`src/rtl/acc12_pkg.sv`:
```
// Shared definitions for the 12-bit burst accumulator: widths, FSM states, saturation constant.
package acc12_pkg;

  localparam int unsigned ACC_WIDTH   = 12;
  localparam int unsigned ACC_COUNT_W = 8;

  typedef enum logic [1:0] {
    IDLE  = 2'd0,
    ACCUM = 2'd1,
    HOLD  = 2'd2
  } state_e;

  localparam logic [ACC_WIDTH-1:0] SAT_VALUE = '1;

endpackage

```
`src/rtl/acc12_add_core.sv`:
```
// Combinational WIDTH-bit carry adder with carry-in tied low; carry-out from the top bit.
module acc12_add_core
  import acc12_pkg::*;
#(
  parameter int unsigned WIDTH = ACC_WIDTH
) (
  input  logic [WIDTH-1:0] a,
  input  logic [WIDTH-1:0] b,
  output logic [WIDTH-1:0] sum,
  output logic             cout
);

  always_comb begin
    {cout, sum} = {1'b0, a} + {1'b0, b};
  end

endmodule

```
`src/rtl/acc12_burst_accumulator.sv`:
```
// Sums a burst of LEN samples into a registered total with sticky carry flag, held until taken.
// Optional macro ACC_SATURATE_EN: clamp the accumulator to all ones on any carry-out.
module acc12_burst_accumulator
  import acc12_pkg::*;
#(
  parameter int unsigned WIDTH   = ACC_WIDTH,
  parameter int unsigned COUNT_W = ACC_COUNT_W
) (
  input  logic               clk,
  input  logic               rst,
  input  logic               start,
  input  logic [COUNT_W-1:0] len,
  input  logic               in_valid,
  output logic               in_ready,
  input  logic [WIDTH-1:0]   in_data,
  output logic               out_valid,
  input  logic               out_ready,
  output logic [WIDTH-1:0]   out_sum,
  output logic               out_ovf,
  output logic               busy
);

  state_e             state_q, state_d;
  logic [WIDTH-1:0]   acc_q, acc_d;
  logic               ovf_q, ovf_d;
  logic [COUNT_W-1:0] cnt_q, cnt_d;

  logic [WIDTH-1:0]   add_sum;
  logic               add_cout;
  logic [WIDTH-1:0]   acc_next;

  acc12_add_core #(.WIDTH(WIDTH)) u_add (
    .a    (acc_q),
    .b    (in_data),
    .sum  (add_sum),
    .cout (add_cout)
  );

`ifdef ACC_SATURATE_EN
  // Once at all ones, any non-zero sample carries again, so the clamp holds for the burst.
  assign acc_next = add_cout ? SAT_VALUE : add_sum;
`else
  assign acc_next = add_sum;
`endif

  assign in_ready  = (state_q == ACCUM);
  assign out_valid = (state_q == HOLD);
  assign busy      = (state_q != IDLE);
  assign out_sum   = acc_q;
  assign out_ovf   = ovf_q;

  always_comb begin
    state_d = state_q;
    acc_d   = acc_q;
    ovf_d   = ovf_q;
    cnt_d   = cnt_q;
    unique case (state_q)
      IDLE: begin
        if (start) begin
          acc_d   = '0;
          ovf_d   = 1'b0;
          cnt_d   = len;
          state_d = (len != '0) ? ACCUM : HOLD;
        end
      end
      ACCUM: begin
        if (in_valid) begin
          acc_d = acc_next;
          ovf_d = ovf_q | add_cout;
          cnt_d = cnt_q - COUNT_W'(1);
          if (cnt_q == COUNT_W'(1)) state_d = HOLD;
        end
      end
      HOLD: begin
        if (out_ready) state_d = IDLE;
      end
      default: state_d = IDLE;
    endcase
  end

  always_ff @(posedge clk) begin
    if (rst) begin
      state_q <= IDLE;
      acc_q   <= '0;
      ovf_q   <= 1'b0;
      cnt_q   <= '0;
    end else begin
      state_q <= state_d;
      acc_q   <= acc_d;
      ovf_q   <= ovf_d;
      cnt_q   <= cnt_d;
    end
  end

endmodule

```
`config.mk`:
```
export PLATFORM = sky130hd
export DESIGN_NAME = acc12_burst_accumulator
export DESIGN_NICKNAME = d
export VERILOG_FILES = /design/src/rtl/acc12_pkg.sv /design/src/rtl/acc12_add_core.sv /design/src/rtl/acc12_burst_accumulator.sv
export SDC_FILE = /design/constraint.sdc
export NUM_CORES = 1
export LEC_CHECK = 0
export BUFFER_PORTS_ARGS = -buffer_cell sky130_fd_sc_hd__buf_2
export CAP_MARGIN = 20
export CELL_PAD_IN_SITES_DETAIL_PLACEMENT = 1
export CELL_PAD_IN_SITES_GLOBAL_PLACEMENT = 1
export CORE_MARGIN = 4
export CORE_UTILIZATION = 40
export CTS_BUF_LIST = sky130_fd_sc_hd__clkbuf_2
export DETAILED_ROUTE_END_ITERATION = 10
export PLACE_DENSITY = 0.94
export SYNTH_ARGS = -nofsm -noshare
export SYNTH_HDL_FRONTEND = slang
export SYNTH_SLANG_ARGS = --single-unit
```
`constraint.sdc`:
```
create_clock -name clk -period 2.3 [get_ports clk]
set_clock_uncertainty 0.05 [all_clocks]
set_input_delay 0.46 -clock clk [delete_from_list [all_inputs] [get_ports clk]]
set_output_delay 0.46 -clock clk [all_outputs]
set_load 0.01 [all_outputs]
```
* Yosys cells after proc, flatten, opt, wreduce, memory -nomap -nowiden
Index checks and enable logic that the tools add are counted.
** Storage, ports and cells
- Bits in registers :: 23
- Output and inout bits :: 16
- Word-level logic and storage cells :: 35
** Cells by class
- Add/subtract/negate cells :: 2
- Equal/unequal tests :: 7
- Muxes and demuxes :: 15
- Bitwise logic cells :: 1
- Reductions and logical operators :: 6
** Operators with widths (number)
- $mux W12 :: 2
- $pmux W12 S2 :: 1
- $mux W8 :: 2
- $pmux W8 S2 :: 1
- $add A12 B12 Y13 :: 1
- $mux W2 :: 5
- $eq A8 B1 Y1 const B :: 1
- $reduce_bool A8 Y1 :: 1
- $sub A8 B1 Y8 const B :: 1
- $pmux W2 S3 :: 1
- $ne A2 B1 Y1 const B :: 2
- $ne A2 B2 Y1 const B :: 2
- $reduce_and A4 Y1 :: 1
- $reduce_bool A2 Y1 :: 2
- $reduce_and A3 Y1 :: 1
- $eq A2 B1 Y1 const B :: 1
- $eq A2 B2 Y1 const B :: 1
- $logic_not A2 Y1 :: 1
- $mux W1 :: 2
- $pmux W1 S2 :: 1
- $or A1 B1 Y1 :: 1

* Depth between registers and ports, before layout
Gate-level depths: netlist of run 1.
- Depth after elaboration :: 4
- Depth in mapped cells :: 8
- Depth with buffers taken out :: 7

* Cells and area by module
From an unflattened synthesis of run 1, not the netlist that was laid out.
** Unflattened totals
- Cell total of the unflattened synthesis :: 225
- Area, all modules :: 1798.0 sq um
** By module, submodules not included
- acc12_burst_accumulator :: instances 1, cells an instance 143, area each 1169.9 sq um, seq. area each 460.4 sq um
- acc12_add_core :: instances 1, cells an instance 82, area each 628.1 sq um, seq. area each 0.0 sq um

* Worst setup path after synthesis of run 1
Ideal clock, no wire load.
- Kind :: input to register
- Start :: input port in_data[6]
- End :: register acc_q[11] (netlist: out_sum[11])
- Data arrival time :: 1864 ps
- Path slack :: 269 ps
- Stages on the path :: 6
- Path buffers :: 0
- Cell sequence :: ha_1 and3_4 and2_4 and4_4 or3_1 a32o_1
** On the way
- Cells in the longest elaborated chain, start to end :: 3
** Ends and longest elaborated chain
- start: declaration :: RTL line acc12_burst_accumulator.sv:15 : input logic [WIDTH-1:0] in_data,
- $add A12 B12 Y13 :: RTL line acc12_add_core.sv:14 : {cout, sum} = {1'b0, a} + {1'b0, b};
- $mux W12 :: RTL line acc12_burst_accumulator.sv:67 : if (in_valid) begin
- $pmux W12 S2 :: RTL line acc12_burst_accumulator.sv:57 : unique case (state_q)
- end signal: assignment :: RTL line acc12_burst_accumulator.sv:84 : acc_q <= '0;
- end signal: assignment :: RTL line acc12_burst_accumulator.sv:89 : acc_q <= acc_d;
- end: declaration :: RTL line acc12_burst_accumulator.sv:24 : logic [WIDTH-1:0] acc_q, acc_d;
Every way passes these cells. The select of a mux whose other input is x is not followed.
A chain may end at the register's enable or synchronous reset.

* Worst setup path in the final report of run 1
- Start :: register acc_q[0] (netlist: out_sum[0])
- End :: register acc_q[8] (netlist: out_sum[8])
** On the way
- Cells in the longest elaborated chain, start to end :: 3
** Ends and longest elaborated chain (RTL line)
- $add A12 B12 Y13 :: acc12_add_core.sv:14
- $mux W12 :: acc12_burst_accumulator.sv:67
- $pmux W12 S2 :: acc12_burst_accumulator.sv:57
Every way passes these cells. The select of a mux whose other input is x is not followed.

==> results of run 1 <==
==> metal layers <==
layer | global-route usage (%) | up-vias
li1 | - | 831
met1 | 22.34 | 778
met2 | 31.63 | 33
met3 | 2.384 | 4
met4 | 5.846 | 0
met5 | 0 | -
==> sequential cells by signal, summed over array words and instances, names as in the netlist <==
| signal | count |
|---|---|
| out_ovf | 1 |
| out_sum | 12 |
| cnt_q | 8 |
| state_q | 2 |
==> stage by stage <==
step | worst slack, ns | instances | hold slack [ns] | instance area, sq um
2_1_floorplan | 0.2689 | 204 | 0.4264 | 1620
3_3_place_gp | 0.09742 | 288 | 0.4130 | 1871
3_5_place_dp | 0.003065 | 288 | 0.4265 | 1871
4_1_cts | 0.2086 | 292 | 0.3503 | 1891
5_1_grt | 0.08697 | 292 | 0.3618 | 1891
6_report | 0.2063 | 292 | 0.3614 | 1891
==> layout make-up <==
type	count	area, sq um	area share, %
clock buffers	4	20.02	1.059
inverters	9	33.78	1.787
multi-input cells	164	1086	57.45
flip-flops and latches	23	460.4	24.35
well taps	48	60.06	3.177
repair buffers	44	230.2	12.18
==> cells by family (layout without fill, tap and decap cells) <==
logic type | count (synthesis) | in the layout
AO/OA/AOI/OAI | 69 | 69
AND/OR/NAND/NOR | 70 | 70
flip-flops | 23 | 23
XOR/XNOR | 8 | 8
adder cells (fa/ha/maj) | 15 | 15
multiplexers | 2 | 2
buffers and inverters | 17 | 57
==> worst paths after layout <==
| kind | cells after the start | to |
|---|---|---|
| worst max-delay path | 7 | out_sum[8] |
| worst min-delay path | 4 | state_q[1] |
| worst max register to register | 7 | out_sum[8] |
| worst min register to register | 2 | out_sum[9] |
==> where the power goes <==
part           total (mW)  internal [mW]  switching [mW]
Combinational       0.454          0.185           0.269
Clock               0.171         0.0460           0.125
Sequential          0.489          0.442          0.0464
Total                1.11          0.673           0.440
==> cells in the final DEF, fill, tap and decap left out, drive strengths merged, types with 4 or more instances in the layout <==
| cell type | n |
|---|---|
| dfxtp | 23 |
| inv | 9 |
| nor3 | 6 |
| a22oi | 6 |
| xor2 | 5 |
| a31oi | 4 |
| buf | 44 |
| clkbuf | 4 |
| nand2 | 14 |
| a211oi | 5 |
| a21oi | 20 |
| ha | 14 |
| a21o | 4 |
| nor4 | 4 |
| o21ai | 18 |
| nor2 | 24 |
| nand3 | 6 |
==> worst register-to-register path, stage by stage (launching register included) <==
cell and delay, ns:
dfxtp_1 0.37, ha_1 0.21, fa_1 0.41, a21oi_1 0.19
o21ai_0 0.19, a211oi_1 0.30, xor2_1 0.19, o21ai_0 0.10
==> results.ini, run 1 <==
[critical_path]
path_class = reg -> reg
rr_startpoint = out_sum[0]
critPathTopFamily = compound AO/OA/AOI/OAI gates
crit_fanout = 3
crit_path_start_kind = flop
required_ns = 2.50
cp_common_cell = o21ai_0
startpoint = out_sum[0]
regToRegSetupSlack_ns = 0.21
path_cells = ha_1 -> fa_1 -> a21oi_1 -> o21ai_0 -> a211oi_1 -> xor2_1 -> o21ai_0
crit_arrival_ns = 2.29
cp-end-kind = flop
cp_slowest_cell = fa_1
cp_slowest_stage_delay_ns = 0.41
path_buf_inv = 0

[place]
hpwl_um = 3606
io_buffers = 40
place.gp.congestion = 0.8328

[routing]
wire_per_inst_um = 15.47
vias = 1646
dr_wl_met3_um = 160
highest_layer = met4
drt_iter0_markers = 126
ant_nets = 0
wl_met1_um = 2003
route.final.wire_length_um = 4518
met2_length_um = 2304
drt-pass1-iter-count = 4
route.detailed.drc = 0
viasPerCell = 5.637

[logic_synthesis]
synth_common_cells = 24 x nor2_1, 23 x dfxtp_1, 20 x a21oi_1, 18 x o21ai_0
syn-num-nets = 244
synthTopCellsByArea = dfxtp_1 28%, ha_1 11%, a21oi_1 6.2%
synth_area_sq_um = 1620
ys_seq_area_share_pct = 28.42
synth-edff-count = 0
synth_cells = 204
async_flop_share_pct = 0
synth_top_area_share_pct = 28.42
yosysWarnings = 0
yosysMostFrequentCell = nor2_1
synth-xor-area-share_pct = 4.324
syn_area_per_cell_sq_um = 7.943
synth-main-ff-cell = dfxtp_1
synth_cell_types = 45
synth.ff_latch_count = 23
synth_top_family_by_area = compound AO/OA/AOI/OAI gates
synth.area.mux_share_pct = 1.313
synthAdderAreaFrac_pct = 12.05
synth-compound-area-share_pct = 27.26
synth_area_leader_cell = dfxtp_1
synth_simple_gate_area_share_pct = 22.08

[cts]
numClockSinks = 23
cts_buffers = 3
ctsResizeCount = 0
cts_setup_buffers = 0
cts_root_buf = clkbuf_2
cts.reportedPaths.clkPinSlew_ns = 0.22
cts_max_level = 1
clockBufferDepth = 2
cts_tree = built
insertion_delay_ns = 0.34
ctsHoldBuffers = 0

[sta]
tns_ns = 0
fmax_mhz = 477.6
worst_slew_pin_slew_ns = 0.5877
setup_viol_count_final = 0
rsz0062_at_grt = no
drv_slew = 0
finalCritPeriodShare_pct = 91.03
slew_headroom_pct = 60.52
finalHoldViolCount = 0
finalCriticalPeriod_ns = 2.094

[status]
status = finished, final reports clean

[die]
fp.dieH_um = 71.65
die_width_um = 71.65
die-area_sq_um = 5133
pin_count = 41
coreArea_sq_um = 3799
start_util_pct = 42.65
std_cell_rows = 22

[global_routing]
grt_pass1_vias = 1638
grt_pass1_wl_um = 7548
antenna_found_initial = 0
overflow = 0
grt_max_degree = 20
grt_usage_pct = 17.93

[cells_and_area]
drive_above_1_share_pct = 24.59
fin_nets = 285
fillers = 520
syn2layout_area_growth_pct = 16.68
n_antenna_cell = 0
utilization_pct = 49.77

[hold_path]
hold_path.class = in -> reg
hold_start = out_ready

[pwr]
power_leakage_nw = 0.8835
ir_worst_vdd_mv = 0.2538
cellPowerDensity_nw_per_um2 = 588.9
finalPower_mw = 1.113

[run]
maxCapViolCount = 0

No activity file was read; power rests on OpenSTA's default activity.
==> run 2, diff against run 1 <==
--- a/config.mk
+++ b/config.mk
@@ -7,13 +7,12 @@
 export LEC_CHECK = 0
 export BUFFER_PORTS_ARGS = -buffer_cell sky130_fd_sc_hd__buf_2
 export CAP_MARGIN = 20
-export CELL_PAD_IN_SITES_DETAIL_PLACEMENT = 1
-export CELL_PAD_IN_SITES_GLOBAL_PLACEMENT = 1
 export CORE_MARGIN = 4
-export CORE_UTILIZATION = 40
+export CORE_UTILIZATION = 50
 export CTS_BUF_LIST = sky130_fd_sc_hd__clkbuf_2
 export DETAILED_ROUTE_END_ITERATION = 10
-export PLACE_DENSITY = 0.94
+export MAX_ROUTING_LAYER = met4
+export PLACE_DENSITY = 0.88
 export SYNTH_ARGS = -nofsm -noshare
 export SYNTH_HDL_FRONTEND = slang
 export SYNTH_SLANG_ARGS = --single-unit
==> results.ini, run 2 (synthesis gave the netlist of run 1 again) <==
[pwr]
cellPowerDensity_nw_per_um2 = 587.4  ; was 588.9 nW/um^2
power_leakage_nw = 0.8795  ; was 0.8835 nW
finalPower_mw = 1.109  ; was 1.113 mW
ir_worst_vdd_mv = 0.2804  ; was 0.2538 mV

[cells_and_area]
layout_common_cells = 40 x buf_2, 24 x nor2_1, 23 x dfxtp_1, 20 x a21oi_1, 18 x o21ai_0  ; unchanged
fin_nets = 285  ; unchanged
fillers = 282  ; was 520
drive_above_1_share_pct = 24.59  ; unchanged
n_antenna_cell = 0  ; unchanged
largest_reg_flops = 12  ; unchanged
syn2layout_area_growth_pct = 16.53  ; was 16.68%
final_common_cell = buf_2  ; unchanged
postLayoutCellArea_sq_um = 1888  ; was 1891 sq um

[global_routing]
grt_pass1_wl_um = 6727  ; was 7548 um
grt_usage_pct = 20.48  ; was 17.93%
grt_max_degree = 20  ; unchanged
grt_pass1_vias = 1621  ; was 1638
antenna_found_initial = 0  ; unchanged
overflow = 0  ; unchanged

[cts]
ctsHoldBuffers = 0  ; unchanged
insertion_delay_ns = 0.35  ; was 0.34 ns
cts_buffers = 3  ; unchanged
cts_max_level = 1  ; unchanged
clockBufferDepth = 2  ; unchanged
cts_tree = built  ; unchanged
cts_root_buf = clkbuf_2  ; unchanged
numClockSinks = 23  ; unchanged
cts_setup_buffers = 0  ; unchanged
ctsResizeCount = 0  ; unchanged
cts.reportedPaths.clkPinSlew_ns = 0.25  ; was 0.22 ns

[place]
hpwl_um = 3035  ; was 3606 um
dpl_cell_area_sq_um = 1866  ; was 1871 sq um
dp_slack_ns = 0.05174  ; was 0.003065 ns
io_buffers = 40  ; unchanged
place.gp.congestion = 0.9814  ; was 0.8328

[die]
start_util_pct = 52.64  ; was 42.65%
fp.dieH_um = 64.93  ; was 71.65 um
die_width_um = 64.93  ; was 71.65 um
coreArea_sq_um = 3078  ; was 3799 sq um
die-area_sq_um = 4215  ; was 5133 sq um
pin_count = 41  ; unchanged
std_cell_rows = 20  ; was 22

[routing]
drt-pass1-iter-count = 5  ; was 4
vias = 1649  ; was 1646
ant_nets = 0  ; unchanged
drt_iter0_markers = 124  ; was 126
route.final.wire_length_um = 3929  ; was 4518 um
viasPerCell = 5.726  ; was 5.637
wire_per_inst_um = 13.64  ; was 15.47 um
route.detailed.drc = 0  ; unchanged

[sta]
setup_viol_count_final = 0  ; unchanged
tns_ns = 0  ; unchanged
finalHoldViolCount = 0  ; unchanged
slew_headroom_pct = 64.93  ; was 60.52%
drv_slew = 0  ; unchanged
worst_slew_pin_slew_ns = 0.5220  ; was 0.5877 ns
hold_slack_ns = 0.3372  ; was 0.3614 ns
fin_ws_ns = 0.2861  ; was 0.2063 ns
finalCritPeriodShare_pct = 87.56  ; was 91.03%
fmax_mhz = 496.6  ; was 477.6 MHz
finalCriticalPeriod_ns = 2.014  ; was 2.094 ns
rsz0062_at_grt = no  ; unchanged

[status]
status = finished, final reports clean  ; unchanged

[hold_path]
hold_path.class = in -> reg  ; unchanged

[critical_path]
cp-end-kind = flop  ; unchanged
path_class = reg -> reg  ; unchanged
crit_fanout = 3  ; unchanged
crit_path_start_kind = flop  ; unchanged
crit_arrival_ns = 2.24  ; was 2.29 ns
required_ns = 2.53  ; was 2.50 ns

[run]
maxCapViolCount = 0  ; unchanged

run 2: changes by cell type in the layout (fill, tap and decap cells not counted):
cell	change
clkinvlp_4	+1
clkbuf_2	-1
run 2: through the flow:
stage,utilization (%),std cells
2_1_floorplan,-,204
3_3_place_gp,60.61,284
3_5_place_dp,60.61,284
4_1_cts,61.34,288
6_report,61.34,288
5_1_grt,61.34,288
run 2: final timing paths:
| check | start | endpoint | slack [ns] | cells after the start |
|---|---|---|---|---|
| worst max register to register | out_sum[0] | out_sum[8] | 0.29 | 7 |
| worst max-delay path | out_sum[0] | out_sum[8] | 0.29 | 7 |
| worst min register to register | out_sum[9] | out_sum[9] | 0.47 | 2 |
| worst min-delay path | out_ready | state_q[1] | 0.34 | 4 |
run 2: report_power, final:
group	switching [mW]	leakage, nW	total (mW)	internal [mW]
sequential	0.0458	0.188	0.488	0.443
combinational	0.255	0.679	0.440	0.185
clock	0.140	0.0126	0.181	0.0403
run 2: worst max-delay path, cell delays in order (launching register included):
cell and delay [ns]:
dfxtp_1 0.39, ha_1 0.21, fa_1 0.41, a21oi_1 0.18, o21ai_0 0.19, a211oi_1 0.28
xor2_1 0.16, o21ai_0 0.08
run 2: final cells by class:
type	count	area [sq um]	share of cell area (%)
Inverter	9	33.78	1.789
Multi-Input combinational cell	164	1086	57.52
Sequential cell	23	460.4	24.39
Timing Repair Buffer	44	230.2	12.19
Clock buffer	3	15.01	0.7952
Tap cell	44	55.05	2.916
Clock inverter	1	7.507	0.3976
run 2: routing by layer:
metal	vias up	GRT usage [%]	wire, um
li1	831	-	-
met1	753	24.42	1716
met2	55	34.10	1900
met3	10	3.120	237
met4	0	8.971	74
met5	-	-	0
